$ cat config.mk
export PLATFORM = sky130hd
export DESIGN_NAME = tff_bank_sequencer
export DESIGN_NICKNAME = d
export VERILOG_FILES = /design/src/rtl/tff_bank_sequencer.sv
export SDC_FILE = /design/constraint.sdc
export NUM_CORES = 1
export LEC_CHECK = 0
export CAP_MARGIN = 10
export CORE_MARGIN = 1.5
export CORE_UTILIZATION = 54
export DETAILED_ROUTE_END_ITERATION = 10
export GPL_TIMING_DRIVEN = 1
export PLACE_DENSITY = 0.8
export SYNTH_ARGS = -nofsm -noshare
export SYNTH_HDL_FRONTEND = slang
export SYNTH_SLANG_ARGS = --single-unit
$ cat constraint.sdc
create_clock -name clk -period 2.2 [get_ports clk]
set_input_delay 0.33 -clock clk [delete_from_list [all_inputs] [get_ports clk]]
set_output_delay 0.33 -clock clk [all_outputs]
set_load 0.03 [all_outputs]
$ cat src/rtl/tff_bank_sequencer.sv
// -----------------------------------------------------------------------------
// tff_bank_sequencer
//
// Drives a WIDTH-bit bank of reset-less T flip-flops so that it counts up,
// counts down, loads a target, or inverts. The sequencer issues one registered
// toggle vector per clock and tracks the value the bank should hold. Every
// returned q is compared against that expectation, and a sticky error is
// raised on any divergence. Because the bank has no reset, each command starts
// from the q value sampled at the moment the command is accepted.
//
// Parameters
//   WIDTH  bank width in bits
//   CNT_W  step-count / argument width (must be >= WIDTH)
//
// Ports
//   clk        rising-edge clock shared with the bank
//   rst_n      asynchronous active-low reset
//   cmd_valid  command present
//   cmd_ready  high only while idle; a command transfers on valid && ready
//   cmd_op     00 UP, 01 DOWN, 10 LOAD, 11 INVERT
//   cmd_arg    step count for UP/DOWN; target (low WIDTH bits) for LOAD
//   q_in       bank q outputs
//   t_out      registered toggle vector to the bank t inputs
//   busy       high from acceptance until completion
//   done       one-cycle completion pulse
//   err        sticky mismatch flag, cleared when the next command is accepted
//   q_exp      expected bank value, one cycle behind the internal state
// -----------------------------------------------------------------------------
module tff_bank_sequencer #(
  parameter int WIDTH = 4,
  parameter int CNT_W = 8
) (
  input  logic             clk,
  input  logic             rst_n,
  input  logic             cmd_valid,
  output logic             cmd_ready,
  input  logic [1:0]       cmd_op,
  input  logic [CNT_W-1:0] cmd_arg,
  input  logic [WIDTH-1:0] q_in,
  output logic [WIDTH-1:0] t_out,
  output logic             busy,
  output logic             done,
  output logic             err,
  output logic [WIDTH-1:0] q_exp
);

  typedef enum logic [1:0] {
    IDLE  = 2'd0,
    RUN   = 2'd1,
    DRAIN = 2'd2,
    DONE  = 2'd3
  } state_t;

  localparam logic [1:0] OP_UP     = 2'b00;
  localparam logic [1:0] OP_DOWN   = 2'b01;
  localparam logic [1:0] OP_LOAD   = 2'b10;
  localparam logic [1:0] OP_INVERT = 2'b11;

  state_t           state;
  logic [1:0]       op;
  logic [WIDTH-1:0] load_tgt;
  logic [WIDTH-1:0] base;
  logic [WIDTH-1:0] next_val;
  logic [CNT_W-1:0] remaining;
  logic             drain_cnt;
  logic             tv;   // a toggle was issued this cycle
  logic             cv;   // q_in this cycle must equal q_exp

  assign cmd_ready = (state == IDLE);

  // Value the bank should hold after the current step; arithmetic wraps
  // silently modulo 2^WIDTH.
  always_comb begin
    next_val = base;
    case (op)
      OP_UP:     next_val = base + WIDTH'(1);
      OP_DOWN:   next_val = base - WIDTH'(1);
      OP_LOAD:   next_val = load_tgt;
      OP_INVERT: next_val = ~base;
      default:   next_val = base;
    endcase
  end

  always_ff @(posedge clk or negedge rst_n) begin
    if (!rst_n) begin
      state     <= IDLE;
      op        <= OP_UP;
      load_tgt  <= '0;
      base      <= '0;
      remaining <= '0;
      drain_cnt <= 1'b0;
      tv        <= 1'b0;
      cv        <= 1'b0;
      t_out     <= '0;
      busy      <= 1'b0;
      done      <= 1'b0;
      err       <= 1'b0;
      q_exp     <= '0;
    end else begin
      // The checker runs one cycle behind the issue: a toggle issued at Ek
      // reaches the bank at Ek+1, and q_in is compared at Ek+2.
      q_exp <= base;
      cv    <= tv;
      if (cv && (q_in != q_exp)) begin
        err <= 1'b1;
      end

      case (state)
        IDLE: begin
          t_out <= '0;
          tv    <= 1'b0;
          done  <= 1'b0;
          if (cmd_valid) begin
            base     <= q_in;
            op       <= cmd_op;
            load_tgt <= cmd_arg[WIDTH-1:0];
            err      <= 1'b0;   // overrides the check above on acceptance
            busy     <= 1'b1;
            if (cmd_op[1]) begin
              // LOAD and INVERT are always a single step.
              remaining <= CNT_W'(1);
              state     <= RUN;
            end else if (cmd_arg == '0) begin
              remaining <= '0;
              state     <= DONE;
            end else begin
              remaining <= cmd_arg;
              state     <= RUN;
            end
          end
        end

        RUN: begin
          t_out     <= base ^ next_val;
          base      <= next_val;
          tv        <= 1'b1;
          remaining <= remaining - CNT_W'(1);
          if (remaining == CNT_W'(1)) begin
            drain_cnt <= 1'b0;
            state     <= DRAIN;
          end
        end

        // Two quiet cycles so the last step's check completes before done.
        DRAIN: begin
          t_out <= '0;
          tv    <= 1'b0;
          if (drain_cnt) begin
            state <= DONE;
          end else begin
            drain_cnt <= 1'b1;
          end
        end

        DONE: begin
          t_out <= '0;
          tv    <= 1'b0;
          done  <= 1'b1;
          busy  <= 1'b0;
          state <= IDLE;
        end

        default: begin
          state <= IDLE;
        end
      endcase
    end
  end

endmodule

==> results.md <==
* Reg-to-Reg Start: op[1]
* Initial DRC Count at 142
* Final GP Congestion at 0.8475
* Post-synth cell types at 39
* Num CTS Buffers at 5
* Hold-fix buffers, CTS at 0
* Syn Std Cell Area at 0.001939 mm2
* Status: finished, final reports clean
* Initial antenna violation count at 0
* Ports at 29
* Die area at 0.003960 mm2
* Clock network power share at 9.6%
* Worst EP arrival at 2.34 ns
* Syn_nets at 223
* Worst slew margin at 59.93%
* Worst path required time at 2.44 ns
* Final setup TNS at 0 ns
* Switching Share at 44.66%
* Post-synth top area cell: dfrtp_1
* EDFF count, synth at 0
* Inserted Diodes at 0
* Slew at the pin closest to its max-slew limit at 0.5965 ns
* Clk root buf: clkbuf_4
* Largest net degree at the start of global routing at 35
* Reg2Reg Setup Slack at 0.10 ns
* Startpoint Class: register
* Comb power frac at 57.3%
* Worst path cell trace: nor2b_4 -> ha_1 -> a31oi_1 -> xnor2_1 -> o31ai_2 -> a21oi_1 -> a221oi_2
* Synth top area share at 43.87%
* ANT nets after route at 0
* Synth warn at 0
* Die height at 62.93 um
* CTS clk-pin slew, worst paths at 0.10 ns
* Area growth, synth to finish at 20.45%
* Top cells by area, synth: dfrtp_1 (44%), ha_1 (5.2%), mux2_2 (4.6%)
* VDD IR-drop max at 0.0009584 V
* Crit end category: register
* Part of the power in registers at 33.1%
* Design Area, Final at 0.002336 mm2
* Kind of critical path: register to register
* Reg2Reg Capture Point: t_out[3]
* RSZ-0062 raised after global routing: false
* Hold Vio Cnt, Final at 0
* Min-delay worst type: register to register
* H-tree depth at 2
* Max FO, Critical Path at 10
* Avg Inst Size Synth at 9.795 um2
* IO buf count at 28
* #FFs+latches synth at 34
* Core area at 0.003390 mm2
* CP max stage delay at 0.49 ns
* Vias at 1622
* LEAKAGE at 0.9974 nW
* Vias in the first global route at 1527
* Slew Limit Fails at 0
* Final Critical Period at 2.100 ns
* Critical path's slowest cell: dfrtp_2
* Main synth FF type: dfrtp_1
* Max Clock Skew at 0.01204 ns
* Pre-antenna DRT Iters at 4
* GRT overflow at 0
* Worst slack, placed at 0.1617 ns
* DRC violations left at 0
* P_sw at 1.664 mW
* Clock Sinks at 34
* Max-cap violation count at 0
* PwrDens at 1595 mW/mm2
* WP depth at 7
* Die Wd at 62.93 um
* Tcrit/Tclk final at 95.44%
* R2R depth at 7
* Final Setup Violations at 0
* Worst Path Buf+Inv at 0
* Post-DP HPWL at 3.108 mm
* Sequential area share after synthesis at 43.87%
* Crit path max-delay family: compound AO/OA/AOI/OAI gates
* Wire length per cell at 15.15 um
* Mapped Cells at 198
* Clock Tree Buf Depth at 2
* Layout cell share with drive strength beyond 1 at 13.85%
* Worst skew pair latency at 0.34 ns
* CP endpoint: t_out[3]
* Final WL at 4.197 mm
* Placed inst area at 0.002261 mm2
* GRT Util Overall at 23.20%
* Row Count at 21
* Pwr Total at 3.725 mW
* First-pass GRT wire length at 7.203 mm
* Asr flop ratio synth at 100.0%
* CTS tree: built
* Initial Util at 57.22%
* Final net count at 255
* Vias per cell at 5.856
* Worst Setup SP: op[1]
* Setup ws final at 0.1003 ns
* Max Freq at 476.2 MHz
* Internal at 2.062 mW
==> cells in the final DEF, fill, tap and decap left out, drive strengths merged <==
cell type      Yosys  final
nand2b             8      8
o21ai             10     10
a211oi             6      6
a21oi             18     18
a21bo              1      1
clkbuf             5      7
nand4b             1      1
nor4               3      3
o31a               1      1
nor2b              4      4
a221oi             3      3
mux2               8      8
dlygate4sd2        0      1
nor3               6      6
maj3               1      1
clkinv             0      1
a221o              1      1
dfrtp             34     34
xor2               1      1
nand2              8      8
mux2i              3      3
nand3              4      4
buf                6      8
nor2              19     19
nor3b              3      3
o31ai              1      1
nand4              1      1
inv               10     10
and2               1      1
a32oi              2      2
a21boi             1      1
a31oi              5      5
xnor2             10     10
a22oi              2      2
clkdlybuf4s50      0     27
o22ai              3      3
ha                 8      8
==> power groups by stage <==
stage	clock network (mW)	logic, mW	registers [mW]
final	0.358	2.14	1.23
after global placement	0	1.99	1.22
after global routing	0.394	2.33	1.28
after detailed placement	0	2.08	1.23
after floorplan	0	1.46	1.30
after CTS	0.361	2.07	1.22
==> how the worst min path moves through the flow <==
stage / start / to / depth (start not counted)
finish: tv / cv / 0
global placement: tv / cv / 0
global route: tv / cv / 0
CTS: tv / cv / 0
detailed placement: tv / cv / 0
floorplan: rst_n / base[0] / 0
==> flip-flops by register name, summed over array words and instances (netlist names) <==
name,cells
remaining,8
base,4
load_tgt,4
q_exp,4
t_out,4
op,2
state,2
busy,1
cv,1
done,1
drain_cnt,1
err,1
tv,1
==> Yosys cell counts (6+ instances only) <==
| master | instances |
|---|---|
| a211oi_1 | 6 |
| a21oi_1 | 17 |
| dfrtp_1 | 34 |
| ha_1 | 8 |
| inv_1 | 10 |
| mux2_2 | 8 |
| nand2_1 | 8 |
| nand2b_1 | 8 |
| nor2_1 | 19 |
| nor3_1 | 6 |
| o21ai_0 | 10 |
| xnor2_1 | 10 |
==> cell families (layout without fill, tap and decap cells) <==
| kind of cell | count (synthesis) | in the layout | share of synthesized area, % |
|---|---|---|---|
| AND/OR/NAND/NOR | 58 | 58 | 15.61 |
| AO/OA/AOI/OAI | 54 | 54 | 18.52 |
| flip-flops | 34 | 34 | 43.87 |
| buffers and inverters | 21 | 54 | 5.097 |
| XOR/XNOR | 11 | 11 | 4.968 |
| multiplexers | 11 | 11 | 6.194 |
| adder cells (fa/ha/maj) | 9 | 9 | 5.742 |
==> layout make-up <==
| type | count | area (um2) |
|---|---|---|
| fill | 247 | 1054 |
| multi-input combinational | 143 | 989.7 |
| sequential | 34 | 852.1 |
| timing repair buffer | 36 | 339.1 |
| tap | 46 | 57.56 |
| clock buffer | 7 | 55.05 |
| inverter | 10 | 37.54 |
| clock inverter | 1 | 5.005 |
==> per-layer routing <==
metal	wire length, um	vias up	GRT usage [%]
met5	0	-	0
met1	1897	780	30.60
met4	40	0	7.778
met3	259	4	6.667
li1	-	770	-
met2	2001	68	36.70
==> stage by stage <==
stage | hold slack, ns | cells | util, %
floorplan | 0.03441 | 198 | -
global placement | 0.3397 | 267 | 66.70
detailed placement | 0.3396 | 267 | 66.70
CTS | 0.3616 | 275 | 68.44
global route | 0.3713 | 277 | 68.92
finish | 0.3577 | 277 | 68.92
==> repair_timing <==
action                     in CTS  in global routing
pin swaps                       0                  1
buffers inserted                0                  2
setup endpoints to repair       1                  1
gates resized for setup         1                  1
Power figures use the tool's default switching activity.
